### src/rtl/audio_pkg.sv
// Shared audio constants and the PWM decoder state type.
package audio_pkg;

  localparam int unsigned SAMPLE_W = 16;

  localparam logic [SAMPLE_W-1:0] SAMPLE_FULL = 16'hFFFF;
  localparam logic [SAMPLE_W-1:0] SAMPLE_ZERO = 16'h0000;

  typedef enum logic [1:0] {
    WAIT_RISE,
    MEAS_HIGH,
    MEAS_LOW
  } pwm_dec_state_t;

endpackage

### src/rtl/pwm_sample_decode_if.sv
// PWM decoder bus: 1-bit PWM line in, decoded sample and status strobes out.
interface pwm_sample_decode_if #(
  parameter int unsigned CNT_W = 14
);
  import audio_pkg::*;

  logic                sig;
  logic [SAMPLE_W-1:0] sample;
  logic [CNT_W-1:0]    period;
  logic [CNT_W-1:0]    high_len;
  logic                valid;
  logic                stuck;
  logic                ovr;

  // PWM source / result consumer side
  modport master (
    output sig,
    input  sample, period, high_len, valid, stuck, ovr
  );

  // Decoder side
  modport slave (
    input  sig,
    output sample, period, high_len, valid, stuck, ovr
  );

endinterface

### src/rtl/duty_divider.sv
// Restoring radix-2 divider: quo = floor(num * 2^16 / den), requires num < den.
// The first quotient bit is resolved in the load cycle, so done rises 16 cycles
// after start and the result is stable while done is high.
module duty_divider
  import audio_pkg::*;
#(
  parameter int unsigned CNT_W = 14
) (
  input  logic                clk,
  input  logic                rst,
  input  logic                start,
  input  logic [CNT_W-1:0]    num,
  input  logic [CNT_W-1:0]    den,
  output logic                busy,
  output logic                done,
  output logic [SAMPLE_W-1:0] quo
);

  logic [CNT_W-1:0] rem_q;
  logic [CNT_W-1:0] den_q;
  logic [3:0]       left_q;

  logic                load;
  logic [CNT_W-1:0]    den_c;
  logic [CNT_W-1:0]    rem_src;
  logic [CNT_W:0]      rem_sh;
  logic                take;
  logic [CNT_W-1:0]    rem_n;
  logic [SAMPLE_W-1:0] quo_n;

  assign load = start && !busy;

  // One restoring step: shift remainder, subtract divisor when it fits
  always_comb begin
    den_c   = load ? den : den_q;
    rem_src = load ? num : rem_q;
    rem_sh  = {rem_src, 1'b0};
    take    = (rem_sh >= {1'b0, den_c});
    rem_n   = take ? CNT_W'(rem_sh - {1'b0, den_c}) : CNT_W'(rem_sh);
    quo_n   = load ? {{(SAMPLE_W-1){1'b0}}, take} : {quo[SAMPLE_W-2:0], take};
  end

  // Iteration control and result registers
  always_ff @(posedge clk or posedge rst) begin
    if (rst) begin
      busy   <= 1'b0;
      done   <= 1'b0;
      quo    <= '0;
      rem_q  <= '0;
      den_q  <= '0;
      left_q <= '0;
    end else begin
      done <= 1'b0;
      if (load) begin
        busy   <= 1'b1;
        rem_q  <= rem_n;
        quo    <= quo_n;
        den_q  <= den;
        left_q <= 4'd14;
      end else if (busy) begin
        rem_q <= rem_n;
        quo   <= quo_n;
        if (left_q == 4'd0) begin
          busy <= 1'b0;
          done <= 1'b1;
        end else begin
          left_q <= left_q - 4'd1;
        end
      end
    end
  end

endmodule

### src/rtl/pwm_sample_decode.sv
// PWM receive decoder: measures high time and period of each PWM cycle and
// reports the normalised duty as a 16-bit sample, 17 cycles after each rise.
// Optional: define PWM_DECODE_GLITCH_FILTER_EN for a 3-sample majority filter
// on the synchronised input (rejects 1-cycle pulses, +2 cycles edge latency).
module pwm_sample_decode
  import audio_pkg::*;
#(
  parameter int unsigned CNT_W       = 14,
  parameter int unsigned TIMEOUT     = 16383,
  parameter int unsigned SYNC_STAGES = 2
) (
  input logic                clk,
  input logic                rst,
  pwm_sample_decode_if.slave bus
);

  localparam logic [CNT_W-1:0] TMO    = CNT_W'(TIMEOUT);
  localparam logic [CNT_W-1:0] TMO_M1 = CNT_W'(TIMEOUT - 1);
  localparam logic [CNT_W-1:0] ONE    = CNT_W'(1);

  logic [SYNC_STAGES-1:0] sync_q;
  logic                   s_raw;
  logic                   s;
  logic                   s_q;
  logic                   rise;
  logic                   fall;

  pwm_dec_state_t   state_q, state_n;
  logic [CNT_W-1:0] hcnt_q, hcnt_n;
  logic [CNT_W-1:0] pcnt_q, pcnt_n;
  logic [CNT_W-1:0] wcnt_q, wcnt_n;
  logic             timeout_c;
  logic             start_c;
  logic             drop_c;

  logic [CNT_W-1:0]    req_p_q;
  logic [CNT_W-1:0]    req_h_q;
  logic                div_busy;
  logic                div_done;
  logic [SAMPLE_W-1:0] div_quo;

  function automatic logic [CNT_W-1:0] sat_inc(input logic [CNT_W-1:0] v);
    return (v >= TMO) ? v : v + ONE;
  endfunction

  // Input synchroniser
  always_ff @(posedge clk or posedge rst) begin
    if (rst) sync_q <= '0;
    else     sync_q <= {sync_q[SYNC_STAGES-2:0], bus.sig};
  end

  assign s_raw = sync_q[SYNC_STAGES-1];

`ifdef PWM_DECODE_GLITCH_FILTER_EN
  logic [1:0] hist_q;
  logic       filt_q;

  // 3-sample majority vote over the synchronised line
  always_ff @(posedge clk or posedge rst) begin
    if (rst) begin
      hist_q <= '0;
      filt_q <= 1'b0;
    end else begin
      hist_q <= {hist_q[0], s_raw};
      filt_q <= (s_raw & hist_q[0]) | (s_raw & hist_q[1]) | (hist_q[0] & hist_q[1]);
    end
  end

  assign s = filt_q;
`else
  assign s = s_raw;
`endif

  // Edge-detect delay flop
  always_ff @(posedge clk or posedge rst) begin
    if (rst) s_q <= 1'b0;
    else     s_q <= s;
  end

  assign rise = s & ~s_q;
  assign fall = ~s & s_q;

  // FSM and measurement counter registers
  always_ff @(posedge clk or posedge rst) begin
    if (rst) begin
      state_q <= WAIT_RISE;
      hcnt_q  <= '0;
      pcnt_q  <= '0;
      wcnt_q  <= '0;
    end else begin
      state_q <= state_n;
      hcnt_q  <= hcnt_n;
      pcnt_q  <= pcnt_n;
      wcnt_q  <= wcnt_n;
    end
  end

  // Next state, counters, timeout detection and divider request
  always_comb begin
    state_n   = state_q;
    hcnt_n    = hcnt_q;
    pcnt_n    = pcnt_q;
    wcnt_n    = wcnt_q;
    timeout_c = 1'b0;
    start_c   = 1'b0;
    drop_c    = 1'b0;
    case (state_q)
      WAIT_RISE: begin
        hcnt_n = '0;
        pcnt_n = '0;
        if (wcnt_q >= TMO_M1) begin
          timeout_c = 1'b1;
          wcnt_n    = '0;
        end else begin
          wcnt_n = wcnt_q + ONE;
          if (rise) begin
            hcnt_n  = ONE;
            pcnt_n  = ONE;
            state_n = MEAS_HIGH;
          end
        end
      end
      MEAS_HIGH: begin
        if (pcnt_q >= TMO) begin
          timeout_c = 1'b1;
          state_n   = WAIT_RISE;
          hcnt_n    = '0;
          pcnt_n    = '0;
          wcnt_n    = '0;
        end else if (fall) begin
          pcnt_n  = sat_inc(pcnt_q);
          state_n = MEAS_LOW;
        end else begin
          hcnt_n = sat_inc(hcnt_q);
          pcnt_n = sat_inc(pcnt_q);
        end
      end
      MEAS_LOW: begin
        if (pcnt_q >= TMO) begin
          timeout_c = 1'b1;
          state_n   = WAIT_RISE;
          hcnt_n    = '0;
          pcnt_n    = '0;
          wcnt_n    = '0;
        end else if (rise) begin
          start_c = !div_busy;
          drop_c  = div_busy;
          hcnt_n  = ONE;
          pcnt_n  = ONE;
          state_n = MEAS_HIGH;
        end else begin
          pcnt_n = sat_inc(pcnt_q);
        end
      end
      default: begin
        state_n = WAIT_RISE;
        hcnt_n  = '0;
        pcnt_n  = '0;
        wcnt_n  = '0;
      end
    endcase
  end

  duty_divider #(
    .CNT_W (CNT_W)
  ) u_div (
    .clk   (clk),
    .rst   (rst),
    .start (start_c),
    .num   (hcnt_q),
    .den   (pcnt_q),
    .busy  (div_busy),
    .done  (div_done),
    .quo   (div_quo)
  );

  // Output registers; a timeout result overrides a divider result
  always_ff @(posedge clk or posedge rst) begin
    if (rst) begin
      bus.sample   <= SAMPLE_ZERO;
      bus.period   <= '0;
      bus.high_len <= '0;
      bus.valid    <= 1'b0;
      bus.stuck    <= 1'b0;
      bus.ovr      <= 1'b0;
      req_p_q      <= '0;
      req_h_q      <= '0;
    end else begin
      bus.valid <= 1'b0;
      bus.stuck <= 1'b0;
      bus.ovr   <= drop_c;
      if (timeout_c) begin
        bus.valid  <= 1'b1;
        bus.stuck  <= 1'b1;
        bus.sample <= s ? SAMPLE_FULL : SAMPLE_ZERO;
      end else if (div_done) begin
        bus.valid    <= 1'b1;
        bus.sample   <= div_quo;
        bus.period   <= req_p_q;
        bus.high_len <= req_h_q;
      end
      if (start_c) begin
        req_p_q <= pcnt_q;
        req_h_q <= hcnt_q;
      end
    end
  end

endmodule
### src/flat_wrapper.sv
// flat-port wrapper written by rule: the top's interface ports become plain ports
module pwm_sample_decode_flat import audio_pkg::*;
#(
  parameter int unsigned CNT_W       = 14,
  parameter int unsigned TIMEOUT     = 16383,
  parameter int unsigned SYNC_STAGES = 2
)
  (clk, rst, bus_sig, bus_sample, bus_period, bus_high_len, bus_valid, bus_stuck, bus_ovr);
  pwm_sample_decode_if #(.CNT_W(CNT_W)) bus_i ();
  input logic clk;
  input logic rst;
  input wire logic [$bits(bus_i.sig)-1:0] bus_sig;
  output wire logic [$bits(bus_i.sample)-1:0] bus_sample;
  output wire logic [$bits(bus_i.period)-1:0] bus_period;
  output wire logic [$bits(bus_i.high_len)-1:0] bus_high_len;
  output wire logic [$bits(bus_i.valid)-1:0] bus_valid;
  output wire logic [$bits(bus_i.stuck)-1:0] bus_stuck;
  output wire logic [$bits(bus_i.ovr)-1:0] bus_ovr;
  assign bus_i.sig = bus_sig;
  assign bus_sample = bus_i.sample;
  assign bus_period = bus_i.period;
  assign bus_high_len = bus_i.high_len;
  assign bus_valid = bus_i.valid;
  assign bus_stuck = bus_i.stuck;
  assign bus_ovr = bus_i.ovr;
  pwm_sample_decode #(.CNT_W(CNT_W), .TIMEOUT(TIMEOUT), .SYNC_STAGES(SYNC_STAGES)) u_core (.clk(clk), .rst(rst), .bus(bus_i));
endmodule
### config.mk
export PLATFORM = sky130hd
export DESIGN_NAME = pwm_sample_decode_flat
export DESIGN_NICKNAME = d
export VERILOG_FILES = /design/src/rtl/audio_pkg.sv /design/src/rtl/pwm_sample_decode_if.sv /design/src/rtl/duty_divider.sv /design/src/rtl/pwm_sample_decode.sv /design/src/flat_wrapper.sv
export SDC_FILE = /design/constraint.sdc
export NUM_CORES = 1
export LEC_CHECK = 0
export CAP_MARGIN = 40
export CELL_PAD_IN_SITES_DETAIL_PLACEMENT = 0
export CELL_PAD_IN_SITES_GLOBAL_PLACEMENT = 2
export CORE_MARGIN = 10
export CORE_UTILIZATION = 41
export DETAILED_ROUTE_END_ITERATION = 10
export GPL_TIMING_DRIVEN = 1
export PLACE_DENSITY = 0.92
export SYNTH_ARGS = -nofsm -noshare
export SYNTH_HDL_FRONTEND = slang
export SYNTH_SLANG_ARGS = --single-unit
### constraint.sdc
create_clock -name clk -period 11.1 [get_ports clk]
set_input_delay 1.11 -clock clk [delete_from_list [all_inputs] [get_ports clk]]
set_output_delay 1.11 -clock clk [all_outputs]
set_load 0.02 [all_outputs]
; ---- Word level (Yosys, flattened, before mapping)
; Cells that the tools add are included.
[totals]
output_inout_bits = 47
ff_bits = 172
word_cells = 107
in_bits = 3
[op_classes]
muxes = 53
magnitude_cmp = 4
n_addsub = 5
bitwise_logic = 5
eq_ne = 9
n_reduce_logical = 11
[op_table]
columns = op, n
row1 = $mux 14, 16
row2 = $mux 16, 6
row3 = $pmux 14 s3, 2
row4 = $add 14x1->14 const B, 3
row5 = $ge 14x14->1 const B, 3
row6 = $pmux 14 s2, 1
row7 = $mux 1, 18
row8 = $ge 15x14->1, 1
row9 = $sub 14x14->14, 1
row10 = $mux 4, 3
row11 = $mux 2, 5
row12 = $ne 3x1->1 const B, 2
row13 = $pmux 2 s3, 1
row14 = $reduce_and 2->1, 3
row15 = $logic_not 4->1, 1
row16 = $ne 2x2->1 const B, 2
row17 = $reduce_bool 2->1, 2
row18 = $sub 4x1->4 const B, 1
row19 = $ne 3x2->1 const B, 1
row20 = $ne 3x3->1 const B, 1
row21 = $not 1->1, 3
row22 = $reduce_and 3->1, 1
row23 = $and 1x1->1, 2
row24 = $eq 2x1->1 const B, 1
row25 = 7 further kinds, 7

; ---- Longest topological paths before layout
; Gate-level depths: netlist of run 1.
[logic_depth]
depth_word = 11
depth_mapped = 19
depth_no_buf = 16

; ---- Hierarchy
; A second synthesis of run 1 with hierarchy kept.
[unflattened]
hier_cells = 785
area_unflattened_um2 = 8599.5
[by_module_without_submodules]
columns = mod, seq_area_each_um2, n_inst, cells_each, area_each_um2
row1 = pwm_sample_decode, 3052.9, 1, 466, 5556.6
row2 = duty_divider, 1251.2, 1, 319, 3042.9

; ---- Worst setup path after synthesis of run 1
; OpenSTA, ideal clock, no wires.
[synth_timing]
kind = register -> register
startpoint = register u_core.pcnt_q[0]
endpoint = register u_core.u_div.rem_q[10]
t_arrival_ps = 4187
stages_incl_launch_ff = 19
t_required_ps = 10963
setup_time_ps = 137
period_less_slack_ps = 4324
path_slack_ps = 6776
path_buffers = 3
cell_sequence = dfrtp_1 ha_1 nand3_1 o41a_1 nand2_1 clkbuf_1 buf_1 nand2_1 and2_1 ha_1 and2_1 and3_1 a41o_1 a211oi_1 o211ai_1 a31oi_4 buf_4 mux2i_1 a21oi_1
[synth_between]
elab_chain_cells = 9
word_cells_on_any_way = 12
classes_between = add/sub: 1 / order compare: 2 / mux: 7 / reduce/logical: 2
[synth_rtl]
columns = item, line_no
row1 = "start, declared", pwm_sample_decode.sv:30  ; logic [CNT_W-1:0] pcnt_q, pcnt_n;
row2 = "start signal, assigned", pwm_sample_decode.sv:93  ; pcnt_q <= pcnt_n;
row3 = $ge 14x14->1, pwm_sample_decode.sv:139  ; if (pcnt_q >= TMO) begin
row4 = $mux 1, pwm_sample_decode.sv:139
row5 = $mux 1, pwm_sample_decode.sv:107  ; case (state_q)
row6 = $logic_and 1x1->1, duty_divider.sv:31  ; assign load = start && !busy;
row7 = "$mux 14, on equally long branches", --
row8 = $sub 14x14->14 / $ge 15x14->1 (equally long branches), "duty_divider.sv:39, duty_divider.sv:38"
row9 = $mux 14, duty_divider.sv:39  ; rem_n = take ? CNT_W'(rem_sh - {1'b0, den_c}) : CNT_W'(rem_sh);
row10 = $mux 14, duty_divider.sv:60  ; end else if (busy) begin
row11 = $mux 14, duty_divider.sv:54  ; if (load) begin
row12 = "end signal, assigned", duty_divider.sv:56  ; rem_q <= rem_n;
row13 = "end signal, assigned", duty_divider.sv:61  ; rem_q <= rem_n;
row14 = "end, declared", duty_divider.sv:19  ; logic [CNT_W-1:0] rem_q;
; Parallel ways exist; a longest one is shown, timed or not. The select of a mux whose other input is x is not followed.
; A chain may end at the register's enable or synchronous reset.

; ---- Worst setup path after layout of run 1
[layout_timing]
startpoint = register u_core.pcnt_q[0]
endpoint = register u_core.u_div.rem_q[5]
; Same word-level chain as after synthesis.

==> summary.json, run 1 <==
{
  "most-common-layout-cells": "sky130_fd_sc_hd__nand2_1, sky130_fd_sc_hd__dfrtp_1, sky130_fd_sc_hd__nor2_1",
  "final_core_util_pct": 49.1,
  "cts_tree": "done",
  "maximum_number_of_pins_on_one_net_before_global_route_repair": 76,
  "setup-tns-final_ns": 0,
  "remaining_drc_errors": 0,
  "syn-instance-count": 834,
  "synth-edff-count": 0,
  "use_met2_pct": 23.1,
  "antenna_found_initial": 0,
  "floorplan.io_pins": 50,
  "slew_headroom_pct": 45.1,
  "synth.net_count": 862,
  "unrepaired_setup_endpoints_after_global_routing": "false",
  "clkSlewWorstSetupHoldPaths_ns": 0.07,
  "fp.dieArea_sq_um": 25800,
  "antenna_cell_count": 0,
  "final.period_utilization_pct": 46.1,
  "achievable-frequency_ghz": 0.195,
  "grt.overflow.total": 0,
  "synth.distinct_cells": 54,
  "floorplan.initialDensity_pct": 41.7,
  "vias_per_cell": 5.04,
  "reg2reg_from": "u_core.pcnt_q[0]",
  "crit_path_max_fanout": 75,
  "period_minus_slack_ns": 5.12,
  "rr_worst_depth": 16,
  "syn-mean-instance-area_sq_um": 9.74,
  "grt_util_all_layers_pct": 14.5,
  "area_growth_syn_to_layout_pct": 17.8,
  "busiest_layer": "met2",
  "ys_seq_area_share_pct": 53.0,
  "via_count_of_the_first_global_routing_pass": 5889,
  "worstSetupPathType": "reg -> reg",
  "run_status": "completed",
  "ys_seq_elements": 172,
  "buffer_ports.inserted": 49,
  "final_max_slew_viol_count": 0,
  "die_w_um": 161,
  "mostFrequentLayoutCell": "sky130_fd_sc_hd__nand2_1",
  "synthFlopType": "sky130_fd_sc_hd__dfrtp_1",
  "fp.coreArea_sq_um": 19500,
  "power.leakage_nw": 4.55,
  "final-hold-violation-count": 0,
  "cts_sinks": 172,
  "postRouteWirelength_um": 18100,
  "timing.hold.worst_path_depth": 0,
  "cts_resized": 0,
  "worst_slew_pin_slew_ns": 0.824,
  "finClkSkew_ns": 0.0104,
  "layout.nets": 909,
  "initialDrtViolationCount": 322,
  "synthesis.area_sq_um": 8120,
  "cts_htree_levels": 4,
  "min_delay_worst_endpoint": "u_core.sync_q[1]",
  "timing.critical_path.required_ns": 11.41,
  "hold_path_class": "reg -> reg",
  "r2r-end": "u_core.u_div.rem_q[5]",
  "die-height_um": 161,
  "global_route.usage.met1_pct": 19.4,
  "post_cts.repair.setup_buffers": 0,
  "drt_first_pass_iters": 5,
  "hpwl_um": 12500,
  "grt_use_met3_pct": 3.86,
  "antenna_violating_nets_post_route": 0,
  "gp_congestion": 0.812,
  "clock_path_buffers": 2,
  "cp-end-kind": "register",
  "worst_skew_pair.late_latency_ns": 0.43,
  "yosys_warnings": 0,
  "drv_cap": 0,
  "route.detailed.wl_per_inst_um": 15.6,
  "ir_drop_mv": 0.114,
  "cts_hold_repair.buffers": 0,
  "share_of_post_route_cells_with_drive_strength_above_1_pct": 9.06,
  "setup_viol": 0,
  "timing.hold.worst.start": "u_core.sync_q[0]",
  "start_kind": "register",
  "row_count": 51,
  "cts-root-buf": "sky130_fd_sc_hd__clkbuf_16",
  "reg2reg_setup_slack_ns": 5.98,
  "grt_first_pass_wirelength_um": 31000,
  "routed-via-count": 5841,
  "cts_made_buffers": 17,
  "p_per_area_nw_per_um2": 232,
  "cp_data_arrival_time_ns": 5.43,
  "async_reset_ff_share_pct": 100
}
==> flip-flops by register name, summed over array words and instances (netlist names), 2 cells and up <==
register and cells:
u_core.bus.high_len 14, u_core.bus.period 14, u_core.bus.sample 16, u_core.hcnt_q 14, u_core.pcnt_q 14, u_core.req_h_q 14, u_core.req_p_q 14, u_core.state_q 2
u_core.sync_q 2, u_core.u_div.den_q 14, u_core.u_div.left_q 4, u_core.u_div.quo 16, u_core.u_div.rem_q 14, u_core.wcnt_q 14
==> per-stage QoR <==
stage	area (sq um)	total power [mW]	cells	hold WS [ns]	setup WS (ns)
after floorplan	8120	1.40	834	0.331	5.33
after global placement	8860	1.60	1123	0.342	6.12
after detailed placement	8950	1.61	1127	0.352	6.00
after CTS	9560	2.25	1159	0.367	5.98
after global routing	9560	2.38	1159	0.370	5.54
final	9560	2.22	1159	0.362	5.98
==> worst max-delay path, stage by stage (launching register included) <==
cell and delay, ns:
sky130_fd_sc_hd__dfrtp_1 0.46, sky130_fd_sc_hd__ha_1 0.27, sky130_fd_sc_hd__nand3_1 0.16, sky130_fd_sc_hd__o41a_1 0.55
sky130_fd_sc_hd__nand2_2 0.09, sky130_fd_sc_hd__buf_4 0.65, sky130_fd_sc_hd__nand2_1 0.11, sky130_fd_sc_hd__and2_1 0.20
sky130_fd_sc_hd__ha_1 0.32, sky130_fd_sc_hd__and2_1 0.24, sky130_fd_sc_hd__and3_1 0.20, sky130_fd_sc_hd__a41o_1 0.23
sky130_fd_sc_hd__a211oi_1 0.25, sky130_fd_sc_hd__o211ai_1 0.16, sky130_fd_sc_hd__a31oi_4 0.57, sky130_fd_sc_hd__nor2_1 0.16
sky130_fd_sc_hd__a221o_1 0.36
==> how the worst max path moves through the flow <==
| stage | endpoint | from | slack, ns |
|---|---|---|---|
| 6_report | u_core.u_div.rem_q[5] | u_core.pcnt_q[0] | 5.98 |
| 5_1_grt | u_core.u_div.rem_q[5] | u_core.pcnt_q[0] | 5.54 |
| 4_1_cts | u_core.u_div.rem_q[5] | u_core.pcnt_q[0] | 5.98 |
| 3_3_place_gp | u_core.u_div.rem_q[5] | u_core.pcnt_q[0] | 6.12 |
| 3_5_place_dp | u_core.u_div.rem_q[5] | u_core.pcnt_q[0] | 6.00 |
| 2_1_floorplan | u_core.bus.high_len[0] | rst | 5.33 |
==> metal layers <==
layer,up-vias,wire [um]
met1,2823,8730
met4,0,157
met5,-,0
met3,10,736
met2,93,8480
li1,2915,-
==> synth_stat cells (all sizes together) (2+ instances only) <==
library cell | count | share of area [%]
a22o | 2 | 0.22
nand2 | 203 | 9.5
nor4 | 2 | 0.15
or2 | 3 | 0.23
o21a | 2 | 0.18
ha | 24 | 3.7
a221o | 4 | 0.49
xor2 | 17 | 1.8
and3 | 17 | 1.3
or3 | 5 | 0.39
a211oi | 3 | 0.28
a21oi | 45 | 2.8
nand2b | 5 | 0.39
clkbuf | 20 | 0.92
nand4 | 6 | 0.54
xnor2 | 14 | 1.5
buf | 10 | 0.65
mux2i | 25 | 3.1
o21bai | 2 | 0.18
or4 | 2 | 0.23
nand3 | 21 | 1.3
dfrtp | 172 | 53
o31ai | 7 | 0.65
mux2 | 28 | 3.9
and4 | 2 | 0.22
a21o | 5 | 0.46
inv | 27 | 1.2
a31oi | 4 | 0.68
and2 | 17 | 1.3
nor2b | 7 | 0.54
nor3 | 4 | 0.25
nor2 | 59 | 2.8
a41o | 2 | 0.25
o21ai | 54 | 3.3
o211ai | 6 | 0.55
==> power breakdown <==
group          switching [mW]  leakage (nW)  total (mW)  internal [mW]
Sequential             0.0745          2.32       0.807          0.732
Combinational           0.469          1.93       0.783          0.314
Clock                   0.260         0.303       0.630          0.370
==> final cells by class <==
| cell class | count | area [sq um] |
|---|---|---|
| tap | 265 | 332 |
| timing repair buffer | 58 | 611 |
| fill | 1823 | 9900 |
| clock buffer | 21 | 460 |
| sequential | 172 | 4300 |
| multi-input combinational | 605 | 3590 |
| clock inverter | 11 | 156 |
| inverter | 27 | 106 |
==> kinds of logic (layout without fill, tap and decap cells) <==
kind of cell / after synthesis / after routing / synth area share, %
buffers and inverters: 57 / 117 / 2.82
adders and majority gates: 25 / 25 / 3.95
muxes: 53 / 53 / 6.97
and+or+nand+nor: 355 / 355 / 19.3
xor gates and xnor gates: 31 / 31 / 3.34
AOI/OAI and AO/OA: 141 / 141 / 10.6
DFF: 172 / 172 / 53.0
Power figures use the tool's default switching activity.
==> run 2, diff against run 1 <==
Settings changed: CORE_UTILIZATION 41 to 38, PLACE_DENSITY 0.92 to 0.87.
Clock period 11.1 ns to 5.1 ns, I/O delays scaled along.
==> summary.json, run 2 (synthesis results as in run 1) <==
{
  "vias_per_cell": 5.00,
  "share_of_post_route_cells_with_drive_strength_above_1_pct": 9.89,
  "maximum_number_of_pins_on_one_net_before_global_route_repair": 173,
  "fp.dieArea_sq_um": 27600,
  "cts_htree_levels": 4,
  "antenna_cell_count": 0,
  "timing.hold.worst.start": "u_core.sync_q[0]",
  "cts-root-buf": "sky130_fd_sc_hd__clkbuf_16",
  "worst_skew_pair.late_latency_ns": 0.43,
  "final-hold-violation-count": 0,
  "clkSlewWorstSetupHoldPaths_ns": 0.07,
  "final_max_slew_viol_count": 0,
  "p_per_area_nw_per_um2": 498,
  "cts_hold_repair.buffers": 0,
  "hpwl_um": 12800,
  "cp-end-kind": "register",
  "via_count_of_the_first_global_routing_pass": 5859,
  "final.period_utilization_pct": 91.6,
  "most-common-layout-cells": "sky130_fd_sc_hd__nand2_1, sky130_fd_sc_hd__dfrtp_1, sky130_fd_sc_hd__nor2_1",
  "setup-tns-final_ns": 0,
  "clock_path_buffers": 2,
  "remaining_drc_errors": 0,
  "route.detailed.wl_per_inst_um": 15.5,
  "cts_sinks": 172,
  "run_status": "completed",
  "grt.overflow.total": 0,
  "achievable-frequency_ghz": 0.214,
  "buffer_ports.inserted": 49,
  "mostFrequentLayoutCell": "sky130_fd_sc_hd__nand2_1",
  "period_minus_slack_ns": 4.67,
  "drt_first_pass_iters": 4,
  "drv_cap": 0,
  "timing.critical_path.required_ns": 5.38,
  "ir_drop_mv": 0.257,
  "finClkSkew_ns": 0.0139,
  "startpoint": "u_core.pcnt_q[0]",
  "grt_first_pass_wirelength_um": 31000,
  "initialDrtViolationCount": 341,
  "crit_path_max_fanout": 20,
  "hold_path_class": "reg -> reg",
  "placement.setup.worst_slack_ns": 0.373,
  "postLayoutSetupSlackWorst_ns": 0.427,
  "routed-via-count": 5875,
  "cts_made_buffers": 17,
  "layout.nets": 915,
  "post_cts.repair.setup_buffers": 0,
  "cts_tree": "done",
  "area_growth_syn_to_layout_pct": 17.7,
  "floorplan.initialDensity_pct": 38.6,
  "antenna_violating_nets_post_route": 0,
  "slew_headroom_pct": 36.9,
  "antenna_found_initial": 0,
  "start_kind": "register",
  "power.leakage_nw": 4.55,
  "setup_viol": 0,
  "die-height_um": 166,
  "cp_data_arrival_time_ns": 4.96,
  "floorplan.io_pins": 50,
  "fp.coreArea_sq_um": 21000,
  "worst_slew_pin_slew_ns": 0.946,
  "postRouteWirelength_um": 18200,
  "unrepaired_setup_endpoints_after_global_routing": "false",
  "gp_congestion": 0.836,
  "die_w_um": 166,
  "grt_util_all_layers_pct": 13.5,
  "worstSetupPathType": "reg -> reg",
  "reg_top3": "u_core.bus.sample: 16 flops, u_core.u_div.quo: 16 flops",
  "row_count": 53,
  "reg2reg_from": "u_core.pcnt_q[0]",
  "cts_resized": 0
}
-- run 2: metrics by stage --
stage / total power [mW] / cell area (sq um) / std cells / utilization (%) / hold WS (ns)
floorplan: 3.05 / 8120 / 834 / - / 0.331
global placement: 3.52 / 8950 / 1142 / 42.6 / 0.389
detailed placement: 3.53 / 8980 / 1143 / 42.7 / 0.378
CTS: 4.82 / 9560 / 1175 / 45.5 / 0.415
global route: 5.11 / 9560 / 1175 / 45.5 / 0.426
finish: 4.76 / 9560 / 1175 / 45.5 / 0.404
-- run 2: path summary, 6_finish.rpt --
| check | endpoint | slack (ns) | depth (start not counted) |
|---|---|---|---|
| min in group asynchronous | u_core.bus.sample[14] | 0.69 | 3 |
| setup reg to reg | u_core.u_div.rem_q[7] | 0.43 | 17 |
| max in group asynchronous | u_core.u_div.den_q[7] | 3.71 | 3 |
| hold reg to reg | u_core.sync_q[1] | 0.40 | 0 |
| hold / removal | u_core.sync_q[1] | 0.40 | 0 |
| setup / recovery | u_core.u_div.rem_q[7] | 0.43 | 17 |
-- run 2: area by class of cell --
type	count	area (sq um)
Inverter	27	105
Tap cell	275	344
Sequential cell	172	4300
Fill cell	2040	11500
Clock inverter	15	148
Timing Repair Buffer	64	636
Multi-Input combinational cell	605	3590
Clock buffer	17	425
-- run 2: power by group --
part	total (mW)	switching (mW)	internal (mW)
Sequential	1.76	0.169	1.59
Clock	1.28	0.625	0.652
Combinational	1.72	1.02	0.702
Total	4.76	1.81	2.95
-- run 2: metal layers --
| layer | vias up | global-route usage [%] | share of wire, % |
|---|---|---|---|
| met5 | - | 0 | 0 |
| met4 | 0 | 2.66 | 0.64 |
| met3 | 8 | 3.48 | 3.2 |
| met1 | 2866 | 18.5 | 50 |
| li1 | 2936 | - | - |
| met2 | 65 | 20.9 | 46 |
-- run 2: critical path: stages (launching register included) --
cell,delay [ns]
sky130_fd_sc_hd__dfrtp_1,0.47
sky130_fd_sc_hd__ha_1,0.28
sky130_fd_sc_hd__nand3_1,0.15
sky130_fd_sc_hd__o41ai_1,0.66
sky130_fd_sc_hd__nor3_2,0.25
sky130_fd_sc_hd__buf_4,0.28
sky130_fd_sc_hd__nand2_1,0.11
sky130_fd_sc_hd__and2_1,0.15
sky130_fd_sc_hd__ha_1,0.29
sky130_fd_sc_hd__and2_1,0.24
sky130_fd_sc_hd__and3_1,0.21
sky130_fd_sc_hd__a41o_1,0.24
sky130_fd_sc_hd__a211oi_1,0.24
sky130_fd_sc_hd__o211ai_1,0.15
sky130_fd_sc_hd__a31oi_4,0.30
sky130_fd_sc_hd__buf_4,0.23
sky130_fd_sc_hd__mux2i_1,0.20
sky130_fd_sc_hd__a21oi_1,0.08
